[src/rtl/terminal_tx_if.sv]
// rtl/terminal_tx_if.sv - OUT-instruction to terminal transmitter handshake bundle
// Signals:
//   Data_in : character to transmit (AC low byte), driven by the CPU side
//   LD      : OUT-instruction strobe, driven by the CPU side
//   FGO     : output flag, 1 = ready for a new character
//   TX      : serial line, idles high
//   BUSY    : inverse of FGO
interface terminal_tx_if #(
    parameter int u = 8
);
    logic [u-1:0] Data_in;
    logic         LD;
    logic         FGO;
    logic         TX;
    logic         BUSY;

    modport master (
        output Data_in,
        output LD,
        input  FGO,
        input  TX,
        input  BUSY
    );

    modport slave (
        input  Data_in,
        input  LD,
        output FGO,
        output TX,
        output BUSY
    );
endinterface

[src/rtl/terminal_tx.sv]
// rtl/terminal_tx.sv - OUTR serializer owning the FGO flag, 8N1 framing
// Ports:
//   CLK : clock, all state changes on its rising edge
//   RST : asynchronous active-high reset
//   bus : terminal_tx_if slave (Data_in, LD in; FGO, TX, BUSY out)
// Frame: start bit (0), u data bits LSB first, one stop bit (1), each bit
// held CLKS_PER_BIT cycles. LD is honoured only while FGO=1.
module terminal_tx #(
    parameter int u            = 8,
    parameter int CLKS_PER_BIT = 16
) (
    input  logic         CLK,
    input  logic         RST,
    terminal_tx_if.slave bus
);
    localparam int CW = (CLKS_PER_BIT > 1) ? $clog2(CLKS_PER_BIT) : 1;
    localparam int IW = (u > 1) ? $clog2(u) : 1;
    localparam logic [CW-1:0] CNT_LAST = CW'(CLKS_PER_BIT - 1);
    localparam logic [IW-1:0] IDX_LAST = IW'(u - 1);

    typedef enum logic [1:0] {
        IDLE  = 2'd0,
        START = 2'd1,
        DATA  = 2'd2,
        STOP  = 2'd3
    } state_t;

    state_t         state;
    logic [u-1:0]   shift_buf;
    logic [CW-1:0]  cnt;
    logic [IW-1:0]  idx;
    logic           fgo;
    logic           tx;

    always_ff @(posedge CLK or posedge RST) begin
        if (RST) begin
            state     <= IDLE;
            shift_buf <= '0;
            cnt       <= '0;
            idx       <= '0;
            fgo       <= 1'b1;
            tx        <= 1'b1;
        end else begin
            case (state)
                IDLE: begin
                    tx  <= 1'b1;
                    fgo <= 1'b1;
                    // FGO is already 1 here, so LD is accepted on this edge.
                    if (bus.LD) begin
                        shift_buf <= bus.Data_in;
                        tx        <= 1'b0;
                        fgo       <= 1'b0;
                        cnt       <= '0;
                        idx       <= '0;
                        state     <= START;
                    end
                end

                START: begin
                    if (cnt == CNT_LAST) begin
                        cnt   <= '0;
                        tx    <= shift_buf[0];
                        state <= DATA;
                    end else begin
                        cnt <= cnt + CW'(1);
                    end
                end

                DATA: begin
                    if (cnt == CNT_LAST) begin
                        cnt <= '0;
                        if (idx == IDX_LAST) begin
                            tx    <= 1'b1;
                            state <= STOP;
                        end else begin
                            // buf[0] is on the line; buf[1] becomes the next bit.
                            shift_buf <= shift_buf >> 1;
                            tx        <= shift_buf[1];
                            idx       <= idx + IW'(1);
                        end
                    end else begin
                        cnt <= cnt + CW'(1);
                    end
                end

                STOP: begin
                    if (cnt == CNT_LAST) begin
                        cnt   <= '0;
                        fgo   <= 1'b1;
                        state <= IDLE;
                    end else begin
                        cnt <= cnt + CW'(1);
                    end
                end

                default: begin
                    state <= IDLE;
                    fgo   <= 1'b1;
                    tx    <= 1'b1;
                end
            endcase
        end
    end

    assign bus.FGO  = fgo;
    assign bus.TX   = tx;
    assign bus.BUSY = ~fgo;
endmodule

[src/flat_wrapper.sv]
// flat-port wrapper written by rule: the top's interface ports become plain ports
module terminal_tx_flat 
#(
    parameter int u            = 8,
    parameter int CLKS_PER_BIT = 16
)
  (CLK, RST, bus_Data_in, bus_LD, bus_FGO, bus_TX, bus_BUSY);
  terminal_tx_if #(.u(u)) bus_i ();
  input  logic CLK;
  input  logic RST;
  input wire logic [$bits(bus_i.Data_in)-1:0] bus_Data_in;
  input wire logic [$bits(bus_i.LD)-1:0] bus_LD;
  output wire logic [$bits(bus_i.FGO)-1:0] bus_FGO;
  output wire logic [$bits(bus_i.TX)-1:0] bus_TX;
  output wire logic [$bits(bus_i.BUSY)-1:0] bus_BUSY;
  assign bus_i.Data_in = bus_Data_in;
  assign bus_i.LD = bus_LD;
  assign bus_FGO = bus_i.FGO;
  assign bus_TX = bus_i.TX;
  assign bus_BUSY = bus_i.BUSY;
  terminal_tx #(.u(u), .CLKS_PER_BIT(CLKS_PER_BIT)) u_core (.CLK(CLK), .RST(RST), .bus(bus_i));
endmodule
[config.mk]
export PLATFORM = sky130hd
export DESIGN_NAME = terminal_tx_flat
export DESIGN_NICKNAME = d
export VERILOG_FILES = /design/src/rtl/terminal_tx_if.sv /design/src/rtl/terminal_tx.sv /design/src/flat_wrapper.sv
export SDC_FILE = /design/constraint.sdc
export NUM_CORES = 1
export LEC_CHECK = 0
export CAP_MARGIN = 20
export CORE_UTILIZATION = 35
export DETAILED_ROUTE_END_ITERATION = 10
export PLACE_DENSITY_LB_ADDON = 0.08
export SETUP_SLACK_MARGIN = 0.02
export SYNTH_ARGS = -nofsm -noshare
export SYNTH_HDL_FRONTEND = slang
export SYNTH_SLANG_ARGS = --single-unit
[constraint.sdc]
create_clock -name CLK -period 1.8 [get_ports CLK]
set_input_delay 0.27 -clock CLK [delete_from_list [all_inputs] [get_ports CLK]]
set_output_delay 0.27 -clock CLK [all_outputs]
set_load 0.005 [all_outputs]
After elaboration in Yosys (flattened, before gate mapping)

Index checks and enable logic that the tools add are counted.

Register bits: 19
Input bits: 11
Output and inout bits: 3
Logic and storage cells: 53

Add/sub/neg operators: 2
Eq/ne operators: 11
Mux-type cells: 24
Bitwise operators: 1
Reduce and logical (&&, ||, !) cells: 9

Operator list:

| operator                                            | number |
|---|---|
| 2-to-1 mux 8 bit                                    | 3 |
| one-hot mux 8 bit (2 select lines)                  | 1 |
| 2-to-1 mux 2 bit                                    | 5 |
| 2-to-1 mux 3 bit                                    | 3 |
| 2-to-1 mux 4 bit                                    | 2 |
| != test 2 x 1 -> 1 bit, second input constant       | 4 |
| one-hot mux 2 bit (4 select lines)                  | 1 |
| one-hot mux 4 bit (2 select lines)                  | 1 |
| one-hot mux 3 bit (2 select lines)                  | 1 |
| 2-to-1 mux 1 bit                                    | 5 |
| AND reduction 5 bit                                 | 1 |
| adder 4 x 1 -> 4 bit, second input constant         | 1 |
| equality test 2 bit, second input constant          | 2 |
| equality test 4 bit, second input constant          | 1 |
| != test 2 bit, second input constant                | 2 |
| AND reduction 4 bit                                 | 1 |
| nonzero test 2 bit                                  | 2 |
| adder 3 x 1 -> 3 bit, second input constant         | 1 |
| equality test 3 bit, second input constant          | 1 |
| one-hot mux 1 bit (3 select lines)                  | 1 |
| AND reduction 3 bit                                 | 1 |
| nonzero test 3 bit                                  | 1 |
| OR reduction 3 bit                                  | 1 |
| equality test 2 x 1 -> 1 bit, second input constant | 1 |
| other kinds (4)                                     | 4 |

Logic depth before layout (Yosys ltp)

Word-level depth: 4
Mapped depth: 8
Gate-level depth less buffers: 6

Least setup slack after synthesis

Ideal clock, no wire load.

Kind: reg2reg
Start: reg u_core.state[0]
End: reg u_core.state[0]
Setup time: 126 ps
Data arrival time: 1607 ps
Required time: 1674 ps
Path slack: 67 ps
Stages on the path, launching flop included: 8
Path buffers: 2
Period minus slack after synthesis: 1733 ps
Path through: dfrtp_1 > inv_1 > ha_1 > buf_6 > nor2b_4 > buf_6 > or2_2 > o32a_1

Word-level cells in the longest chain between the ends: 3
Elaborated cells on any way between the ends: 11
Classes of those cells: eq/ne (8); mux (1); reduce/logical (2)

Ends and longest elaborated chain:

| what                                                                     | line              | RTL |
|---|---|---|
| start: declaration                                                       | terminal_tx.sv:28 | `state_t state;` |
| start signal: assignment                                                 | terminal_tx.sv:37 | `state <= IDLE;` |
| start signal: assignment                                                 | terminal_tx.sv:55 | `state <= START;` |
| start signal: assignment                                                 | terminal_tx.sv:63 | `state <= DATA;` |
| equality test 2 bit (tied with other cells)                              | terminal_tx.sv:44 | `case (state)` |
| != test 2 x 1 -> 1 bit (no source line) or != test 2 bit (tied branches) | n/a               |  |
| AND reduction 5 bit (no source line)                                     | n/a               |  |

Several ways; a longest one is shown, not always the timed one.
A chain may end at the register's enable or synchronous reset.

Final worst setup path

Start: reg u_core.state[0]
End: reg u_core.state[1]

Same word-level chain as after synthesis.

==> impl_metrics.ini <==
[synthesis]
synth_edf_count = 0
synth_top_family_by_area = compound AO/OA/AOI/OAI gates
synth_cell_types = 34
postSynthCellCount = 112
synth_ff_type = dfrtp_1
synth.most_common_cell = dfrtp_1
synth_area_um2 = 1120
ys_seq_elements = 19
synthMuxAreaShare_pct = 3.68
ys_top_cells_by_area = dfrtp_1, ha_1, dfstp_2
synth_fp_nets = 131
yosysTopAreaCellShare_pct = 37.9
synth_warnings = 0
yosys-top-cells-count = dfrtp_1, nand2_1, ha_1, o21ai_0, o22ai_1
synthAdderAreaFrac_pct = 8.92
yosysTopAreaCell = dfrtp_1
synth_area_per_cell_um2 = 10.0
ys_async_sr_fraction_pct = 100
synth_compound_area_share_pct = 21.5
synth-seq-area-share_pct = 42.6
synth-xor-area-share_pct = 0
synthSimpleGateAreaFrac_pct = 17.1

[place]
place_congestion = 0.754
dp_hpwl_um = 1810
numPortBuffers = 13
pre_cts_ws_ns = 0.0529

[die]
die_x_um = 58.6
die_h_um = 58.6
fp.dieArea_um2 = 3440
io_pins = 14
initial_utilization_pct = 36.8
core_um2 = 3050
rows = 20

[power]
switching_share_pct = 38.7
power-per-cell-area_nw_per_um2 = 1560
seq_power_share_pct = 33.6
p_int_uw = 1330
power_leakage_uw = 0.000608
power_uw = 2170
peakVddDrop_v = 0.000636
p_comb_share_pct = 55.9
pwr-share-clk_pct = 10.5
power_switching_uw = 841

[status]
status = finished clean

[clocking]
htreeDepth = 1
cts_buffers = 3
cts_sinks = 19
cts_buffer_depth = 2
cts_tree = done
path_clk_slew_ns = 0.12
root_buffer = clkbuf_4
clk-insertion-delay-late_ns = 0.31
hold_buffers = 0

[sta]
tns_ns = 0
slew_viol_final = 0
worst_slack_ns = 0.104
min_period_over_period_pct = 94.2
setup_violations = 0
hold_viol_final = 0
tightest_slew_ns = 0.284
finClkSkew_ns = 0.0116
relSlewSlack_pct = 80.9
rsz0062_at_grt = no
fmax_mhz = 590
min_period_ns = 1.70

[layout]
nFillCells = 329
diodes = 0
seqCellArea_um2 = 478
syn2layout_area_growth_pct = 24.2
nets = 154
multi_input_area_um2 = 598
drive_gt1_share_pct = 24.6

[global_route]
grt_use_total_pct = 16.4
grt_pass1_wl_um = 4220
grt_pass1_vias = 913
grt-ovfl-total = 0
grt_max_degree = 20
antenna_found_initial = 0

[detailed_routing]
vias = 890
wl_per_cell_um = 13.8
drt_iter0_drc = 25
viasPerCell = 5.00
wirelength_um = 2450
dr.pass1.iters = 4
drc = 0
postRouteAntennaNets = 0

[setup_path]
r2r.worst_path.cells = 6
r2r_start = u_core.state[0]
required_ns = 2.00
r2r_setup_slack_ns = 0.10
crit_type = reg2reg
worst_path_largest_cell_delay_ns = 0.39
cp_cell_sequence = buf_4 > ha_1 > nor3_1 > nor2_1 > nor3_2 > mux2_2
end_kind = register
cp.arrival_ns = 1.89
r2r-end = u_core.state[1]
cp_slowest_cell = dfrtp_1
crit_fanout = 3
worst_setup_path_start_kind = register

[flow_run]
maxCapViolCount = 0

[min_path]
hold_path.class = in2async
## cell usage in the layout, fill, tap and decap left out, types with 2 or more instances in the layout
cell,count
nand2b_1,4
nor3_1,3
a2bb2oi_1,3
o22ai_1,7
dfrtp_1,17
dfstp_2,2
buf_4,11
clkbuf_4,3
inv_1,6
nor2_1,3
a21oi_1,3
clkdlybuf4s50_1,13
a21oi_2,2
o21ai_0,7
mux2i_1,2
ha_1,6
nand2_1,13
nand3_1,4
o31ai_1,2
a22o_1,2
o221a_2,4
## registers in the layout, summed over array words and instances, names as in the netlist
signal	cells
u_core.bus.TX	1
u_core.idx	3
u_core.shift_buf	8
u_core.bus.FGO	1
u_core.state	2
u_core.cnt	4
## final cells by class
class / instances / area share (%)
Multi-Input combinational cell: 81 / 42.9
Sequential cell: 19 / 34.3
Timing Repair Buffer: 24 / 15.3
Tap cell: 44 / 3.95
Clock buffer: 3 / 1.62
Inverter: 6 / 1.62
Clock inverter: 1 / 0.359
## repair_timing
action                     CTS  global route
gates resized for setup      0             6
buffers inserted             0             1
setup endpoints to repair    0            13
## power groups by stage
stage               logic, uW  clock network, uW  registers [uW]
floorplan                 811                  0             714
global placement         1130                  0             734
detailed placement       1140                  0             738
CTS                      1150                237             730
global route             1380                254             752
finish                   1210                228             731
## metal layers
metal  GRT usage [%]  wire (um)  up-vias
met5               0          0        -
met4            3.06         19        0
met3            4.84         93        2
met2            26.6       1130       14
met1            22.1       1210      424
li1                -          -      450
## stage by stage
stage	util, %	cell area, um2	cells	hold WS [ns]
floorplan	-	1120	112	0.220
global placement	43.7	1340	173	0.478
detailed placement	43.7	1340	173	0.482
CTS	44.6	1360	177	0.269
global route	45.7	1390	178	0.279
finish	45.7	1390	178	0.263
## logic make-up (layout without fill, tap and decap cells)
| logic type | count (synthesis) | after routing |
|---|---|---|
| muxes | 4 | 4 |
| DFF | 19 | 19 |
| buffers and inverters | 12 | 34 |
| adders and majority gates | 8 | 8 |
| and+or+nand+nor | 36 | 36 |
| AOI/OAI and AO/OA | 33 | 33 |
## worst max-delay path by stage
stage | start | to | slack, ns | depth (start not counted)
after floorplan | u_core.state[0] | u_core.state[0] | 0.07 | 7
after global placement | bus_LD | u_core.shift_buf[5] | 0.05 | 5
after detailed placement | u_core.state[1] | u_core.shift_buf[2] | 0.05 | 7
after CTS | u_core.state[1] | u_core.shift_buf[2] | 0.03 | 7
after global routing | u_core.state[0] | u_core.state[1] | 0.03 | 6
final | u_core.state[0] | u_core.state[1] | 0.10 | 6
## worst max-delay path, delay by kind of cell, from the launching register on
kind,cells,cell delay [ns]
and+or+nand+nor,3,0.49
DFF,1,0.39
muxes,1,0.36
buffers and inverters,1,0.14
adders and majority gates,1,0.21
Note: power is estimated with default switching activity, not from simulation.
==> RTL edit 1 (same settings) <==
Encoding of `state_t`: now one-hot (4 bits for 4 states).
--- a/src/rtl/terminal_tx.sv
+++ b/src/rtl/terminal_tx.sv
@@ -18,11 +18,11 @@
     localparam logic [CW-1:0] CNT_LAST = CW'(CLKS_PER_BIT - 1);
     localparam logic [IW-1:0] IDX_LAST = IW'(u - 1);
 
-    typedef enum logic [1:0] {
-        IDLE  = 2'd0,
-        START = 2'd1,
-        DATA  = 2'd2,
-        STOP  = 2'd3
+    typedef enum logic [3:0] {
+        IDLE  = 4'b0001,
+        START = 4'b0010,
+        DATA  = 4'b0100,
+        STOP  = 4'b1000
     } state_t;
 
     state_t         state;
Function: no difference found for any inputs over 10 cycles, from zero or initial values and one cycle with RST high; not proved beyond that.
==> RTL edit 1 against the original RTL <==
Synthesized area fell by 0.89%; total power fell by 21%; wire length fell by 3.2%; cell area fell by 0.99%; global-route usage fell by 1.8 points; utilization fell by 0.077 points; sequential cell count rose by 2; sequential power rose by 5.1%; setup slack got worse by 25 ps; largest power group is now registers.
==> RTL edit 1: results (changes against the original RTL) <==
Synthesis
  • Syn Area/Cell: 10.0 sq um (about the same)
  • Most frequent cells after synthesis: 18 x sky130_fd_sc_hd__dfrtp_1, 7 x sky130_fd_sc_hd__o21a_1, 7 x sky130_fd_sc_hd__o22a_1, 6 x sky130_fd_sc_hd__inv_1, 6 x sky130_fd_sc_hd__nand3_1
  • Synthesized net count: 125 (-4.6%)
  • Top post-synthesis cells by area: sky130_fd_sc_hd__dfrtp_1 40%, sky130_fd_sc_hd__dfstp_2 7.1%, sky130_fd_sc_hd__o22a_1 5.5%
  • Proportion of synthesized chip area in sequential cells: 47.6% (+5.0 points)
  • Post-synth cell types: 39 (+15%)

Final layout
  • Number of nets in the finished design: 145 (-5.8%)
  • Filler instances: 301 (-8.5%)
  • Post-route insts no fill: 174 (-2.2%)
  • Share of layout cells above drive strength 1: 19.2% (-5.4 points)
  • Largest registers ranked by flip-flop count: u_core.shift_buf: 8 flops, u_core.cnt: 4 flops, u_core.state: 4 flops

Power
  • VDD IR-drop max: 0.458 mV (-28%)

Placement
  • Final HPWL from detailed placement: 1650 um (-8.7%)
  • DP Worst Slack: 17.8 ps (-35.1 ps)
  • Instance count after placement with tap cells included: 168 (-2.9%)

STA
  • Measured slew at the worst slew-check pin: 393 ps (+109 ps)
  • Post-route worst hold slack: 288 ps (+25.4 ps)
  • Setup Skew: 3.55 ps (-8.08 ps)

Route
  • Met2 wirelength from detailed routing: 1090 um (-3.1%)
  • Met1 WL: 1190 um (-2.1%)
  • Met3 wirelength from detailed routing: 64 um (-31%)
  • DR vias: 895 (+0.56%)
  • Mean routed wirelength per cell: 13.6 um (-0.96%)
  • Drt initial violations: 24 (-4.0%)

Global routing
  • Pin count of the biggest net entering global routing: 22 (+10%)
  • Global-route wire length before repair: 3830 um (-9.3%)

Setup path
  • Capture instance of the worst register-to-register path: u_core.idx[0]
  • Data arrival, critical path: 1910 ps (+20 ps)
  • Biggest fanout along the worst timing path: 7 (+4)
  • Maximum cell stage delay along the critical path: 410 ps (+20 ps)
  • Worst r2r src: u_core.idx[1]
  • Worst R2R Setup Slack: 80 ps (-20 ps)

Outcome
  • Result of the run: complete, no violations
==> RTL edit 1: changes by cell type after synthesis, sizes merged, moves of 3 or more <==
cell | before | now
ha | 8 | 3
o21a | 0 | 7
o22a | 0 | 7
nand2 | 13 | 5
a2bb2oi | 3 | 0
o22ai | 7 | 3
clkbuf | 1 | 4
o21ai | 7 | 4
a22o | 3 | 0
o221a | 4 | 0
==> RTL edit 1: worst max-delay path: cells and delay by family (launching register included) <==
family | cells | cell delay (ps)
flops | 1 | 410
fa+ha+maj | 2 | 340
buf+inv | 3 | 430
compound gates | 1 | 70
simple gates | 3 | 360
==> RTL edit 1: stage by stage <==
step	area, sq um	setup TNS, ps
2_1_floorplan	1110	0
3_3_place_gp	1310	0
3_5_place_dp	1310	0
4_1_cts	1340	0
5_1_grt	1380	-9.21
6_report	1380	0
==> RTL edit 1: how the worst max path moves through the flow <==
stage	from	to	slack, ps	cells after the start
CTS	u_core.idx[0]	u_core.shift_buf[6]	30	8
detailed placement	bus_LD	u_core.shift_buf[6]	20	6
floorplan	u_core.idx[0]	u_core.shift_buf[3]	60	7
global placement	bus_LD	u_core.shift_buf[6]	40	6
finish	u_core.idx[1]	u_core.idx[0]	80	9
global route	u_core.idx[0]	u_core.shift_buf[2]	-4	8
==> RTL edit 1: report_power, final <==
part / switching (W) / leakage, nW / total, W / internal (W)
Combinational: 0.000343 / 0.279 / 0.000716 / 0.000373
Sequential: 0.000120 / 0.258 / 0.000768 / 0.000648
Clock: 0.000140 / 0.0150 / 0.000226 / 0.0000862
Total: 0.000603 / 0.552 / 0.00171 / 0.00111
==> RTL edit 1: final cells by class <==
class                   instances  area, sq um  area share, %
well taps                      44         55.1           3.99
clock buffers                   4         26.3           1.90
inverters                       6         22.5           1.63
repair buffers                 23          213           15.4
multi-input cells              76          534           38.7
flip-flops and latches         21          529           38.4
==> RTL edit 1: metal layers <==
layer	up-vias	GRT usage, %
met5	-	0
met4	0	7.14
li1	443	-
met3	4	2.42
met2	14	23.0
met1	434	19.8
==> RTL edit 1: kinds of logic (layout without fill, tap and decap cells) <==
group / count (synthesis) / in the layout / synth area share, %
muxes: 2 / 2 / 1.91
and+or+nand+nor: 36 / 36 / 18.2
adders and majority gates: 3 / 3 / 3.37
buffers and inverters: 14 / 33 / 6.30
AOI/OAI and AO/OA: 33 / 33 / 21.0
xor gates and xnor gates: 2 / 2 / 1.58
DFF: 21 / 21 / 47.6
==> RTL edit 1: repair_timing <==
action	4_1_cts	5_1_grt
hold buffers	0	0
setup endpoints to repair	3	8
pin swaps	0	3
resized for setup	1	9
setup buffers	0	1
cloned	0	1
==> RTL edit 2 (config.mk and constraints unchanged) <==
Without the edit above. `CLKS_PER_BIT` is set to 16 in 2 places; all go to 8.
--- a/src/rtl/terminal_tx.sv
+++ b/src/rtl/terminal_tx.sv
@@ -7,7 +7,7 @@
 // held CLKS_PER_BIT cycles. LD is honoured only while FGO=1.
 module terminal_tx #(
     parameter int u            = 8,
-    parameter int CLKS_PER_BIT = 16
+    parameter int CLKS_PER_BIT = 8
 ) (
     input  logic         CLK,
     input  logic         RST,
--- a/src/flat_wrapper.sv
+++ b/src/flat_wrapper.sv
@@ -2,7 +2,7 @@
 module terminal_tx_flat 
 #(
     parameter int u            = 8,
-    parameter int CLKS_PER_BIT = 16
+    parameter int CLKS_PER_BIT = 8
 )
   (CLK, RST, bus_Data_in, bus_LD, bus_FGO, bus_TX, bus_BUSY);
   terminal_tx_if #(.u(u)) bus_i ();
Function: changed (a bounded check fails within 10 cycles, from zero or initial values and one cycle with RST high).
==> RTL edit 2 against the original RTL <==
Synthesized area down 6.6%; the run now ends with design-rule violations left; cell area down 3.5%; via count down 19%; setup slack worse by 20 ps; clock skew down 8.0 ps; wire length down 22%; first-iteration DRC count down 48%; critical path depth unchanged; sequential cell count down 1.
Power is not compared: it rests on default switching activity, and its combinational part moved more than twofold at a synthesized area within 25%.
==> RTL edit 2: results (changes against the original RTL) <==
Synthesis
  • Top post-synthesis cells by area: sky130_fd_sc_hd__dfrtp_1 38%, sky130_fd_sc_hd__ha_1 12%, sky130_fd_sc_hd__mux2_2 9.7%
  • Synthesized net count: 108 (-18%)
  • Most frequent cells after synthesis: 16 x sky130_fd_sc_hd__dfrtp_1, 10 x sky130_fd_sc_hd__ha_1, 9 x sky130_fd_sc_hd__mux2_2, 8 x sky130_fd_sc_hd__inv_1, 6 x sky130_fd_sc_hd__mux2_4
  • Proportion of synthesized chip area in sequential cells: 43.2% (+0.61 points)
  • Number of warnings reported in the yosys synthesis log: 0 (unchanged)
  • Primary FF master, synth: sky130_fd_sc_hd__dfrtp_1
  • Async SR Flop Fraction: 100% (unchanged)
  • Post-synth cell types: 29 (-15%)
  • Syn Inst Count: 87 (-22%)

Final layout
  • Post-route insts no fill: 145 (-19%)
  • Largest registers ranked by flip-flop count: u_core.shift_buf: 8 flops, u_core.cnt: 3 flops, u_core.idx: 3 flops
  • Number of nets in the finished design: 136 (-12%)
  • Filler instances: 263 (-20%)
  • Share of layout cells above drive strength 1: 35.1% (+10 points)

Clock tree
  • Total clock buffers created by CTS: 3 (unchanged)
  • Clk Latency, worst-skew pair: ~300 ps
  • Level count of the clock H-tree: 1 (unchanged)
  • Clock root cell: sky130_fd_sc_hd__clkbuf_4
  • Clock transition at path regs: ~110 ps
  • Clock tree buffer depth: 2 (unchanged)

Global routing
  • Total Routing Usage GR: 14.3% (-2.1 points)
  • Global-route wire length before repair: 3500 um (-17%)
  • Pin count of the biggest net entering global routing: 19 (-5.0%)
  • Number of global-route vias before repair: 759 (-17%)
  • Number of antenna violations at the first check in global routing: 0 (unchanged)

Route
  • DR vias: 717 (-19%)
  • Mean routed wirelength per cell: 13.2 um (-4.0%)
  • Drt initial violations: 13 (-48%)
  • Number of remaining DRC errors: 2 (+2)
  • Pre-Repair DR Iteration Count: 7 (+3)

Power
  • Pleak: between 0.6 and 0.7 nW
  • Sequential share of power: 57.3%
  • Share of total power in combinational logic: under 10%
  • Total power consumption of the routed design: between 0.0007 and 0.0008 W
  • P_sw: about 0.00016 W

Setup path
  • Data arrival, critical path: 1920 ps (+30 ps)
  • Worst path top cell family by delay: flip-flops
  • Max stage delay cell, worst path: sky130_fd_sc_hd__dfrtp_1
  • Maximum cell stage delay along the critical path: 400 ps
  • Biggest fanout along the worst timing path: 8 (+5)

Placement
  • Quantity of I/O buffers inserted on ports: 13 (unchanged)
  • Final HPWL from detailed placement: 1400 um (-22%)
  • Standard cell area after detailed placement: 1280 sq um (-4.1%)
  • Placer congestion estimate: 0.708 (-6.1%)
  • DP Worst Slack: 16.6 ps (-36.3 ps)

STA
  • Setup Skew: 3.67 ps (-7.96 ps)
  • Measured slew at the worst slew-check pin: 302 ps (+18.2 ps)

Outcome
  • Result of the run: finished with violations
  • Violated checks: design-rule violations

Min path
  • Hold Crit Class: in2async
-- RTL edit 2: cells by family after synthesis --
kind of cell | count (synthesis) | synth area share, %
flip-flops | 18 | 43.2
buffers and inverters | 11 | 5.49
multiplexers | 18 | 21.4
adder cells (fa/ha/maj) | 10 | 11.9
AND/OR/NAND/NOR | 17 | 8.59
AO/OA/AOI/OAI | 13 | 9.43
-- RTL edit 2: area by class of cell --
type / count / area, sq um / area share [%]
Multi-Input combinational cell: 58 / 556 / 41.3
Sequential cell: 18 / 453 / 33.7
Timing Repair Buffer: 26 / 231 / 17.2
Tap cell: 31 / 38.8 / 2.88
Clock buffer: 4 / 36.3 / 2.70
Inverter: 8 / 30.0 / 2.23
-- RTL edit 2: final timing paths --
check	to	start	slack (ps)	cells past startpoint
setup / recovery	u_core.shift_buf[2]	u_core.idx[0]	80	6
hold / removal	u_core.shift_buf[0]	RST	270	3
setup reg to reg	u_core.shift_buf[2]	u_core.idx[0]	80	6
hold reg to reg	u_core.cnt[2]	u_core.cnt[2]	500	2
max in group asynchronous	u_core.bus.FGO	RST	1270	3
min in group CLK	u_core.cnt[2]	u_core.cnt[2]	500	2
-- RTL edit 2: what timing repair did --
action | in CTS | in global routing
hold endpoints to repair | 0 | 0
gates resized for setup | 3 | 3
pin swaps | 1 | 1
endpoints found under the setup margin | 1 | 9
setup buffers | 0 | 1
-- RTL edit 2: routing by layer --
metal	routed length [um]	global-route usage, %	vias up
li1	-	-	363
met1	937	18.9	340
met2	897	21.8	12
met3	71	5.30	2
met4	10	4.53	0
met5	0	0	-
-- RTL edit 2: worst min-delay path: cells and delay by family --
kind	cells	cell delay, ps
buffers and inverters	3	690
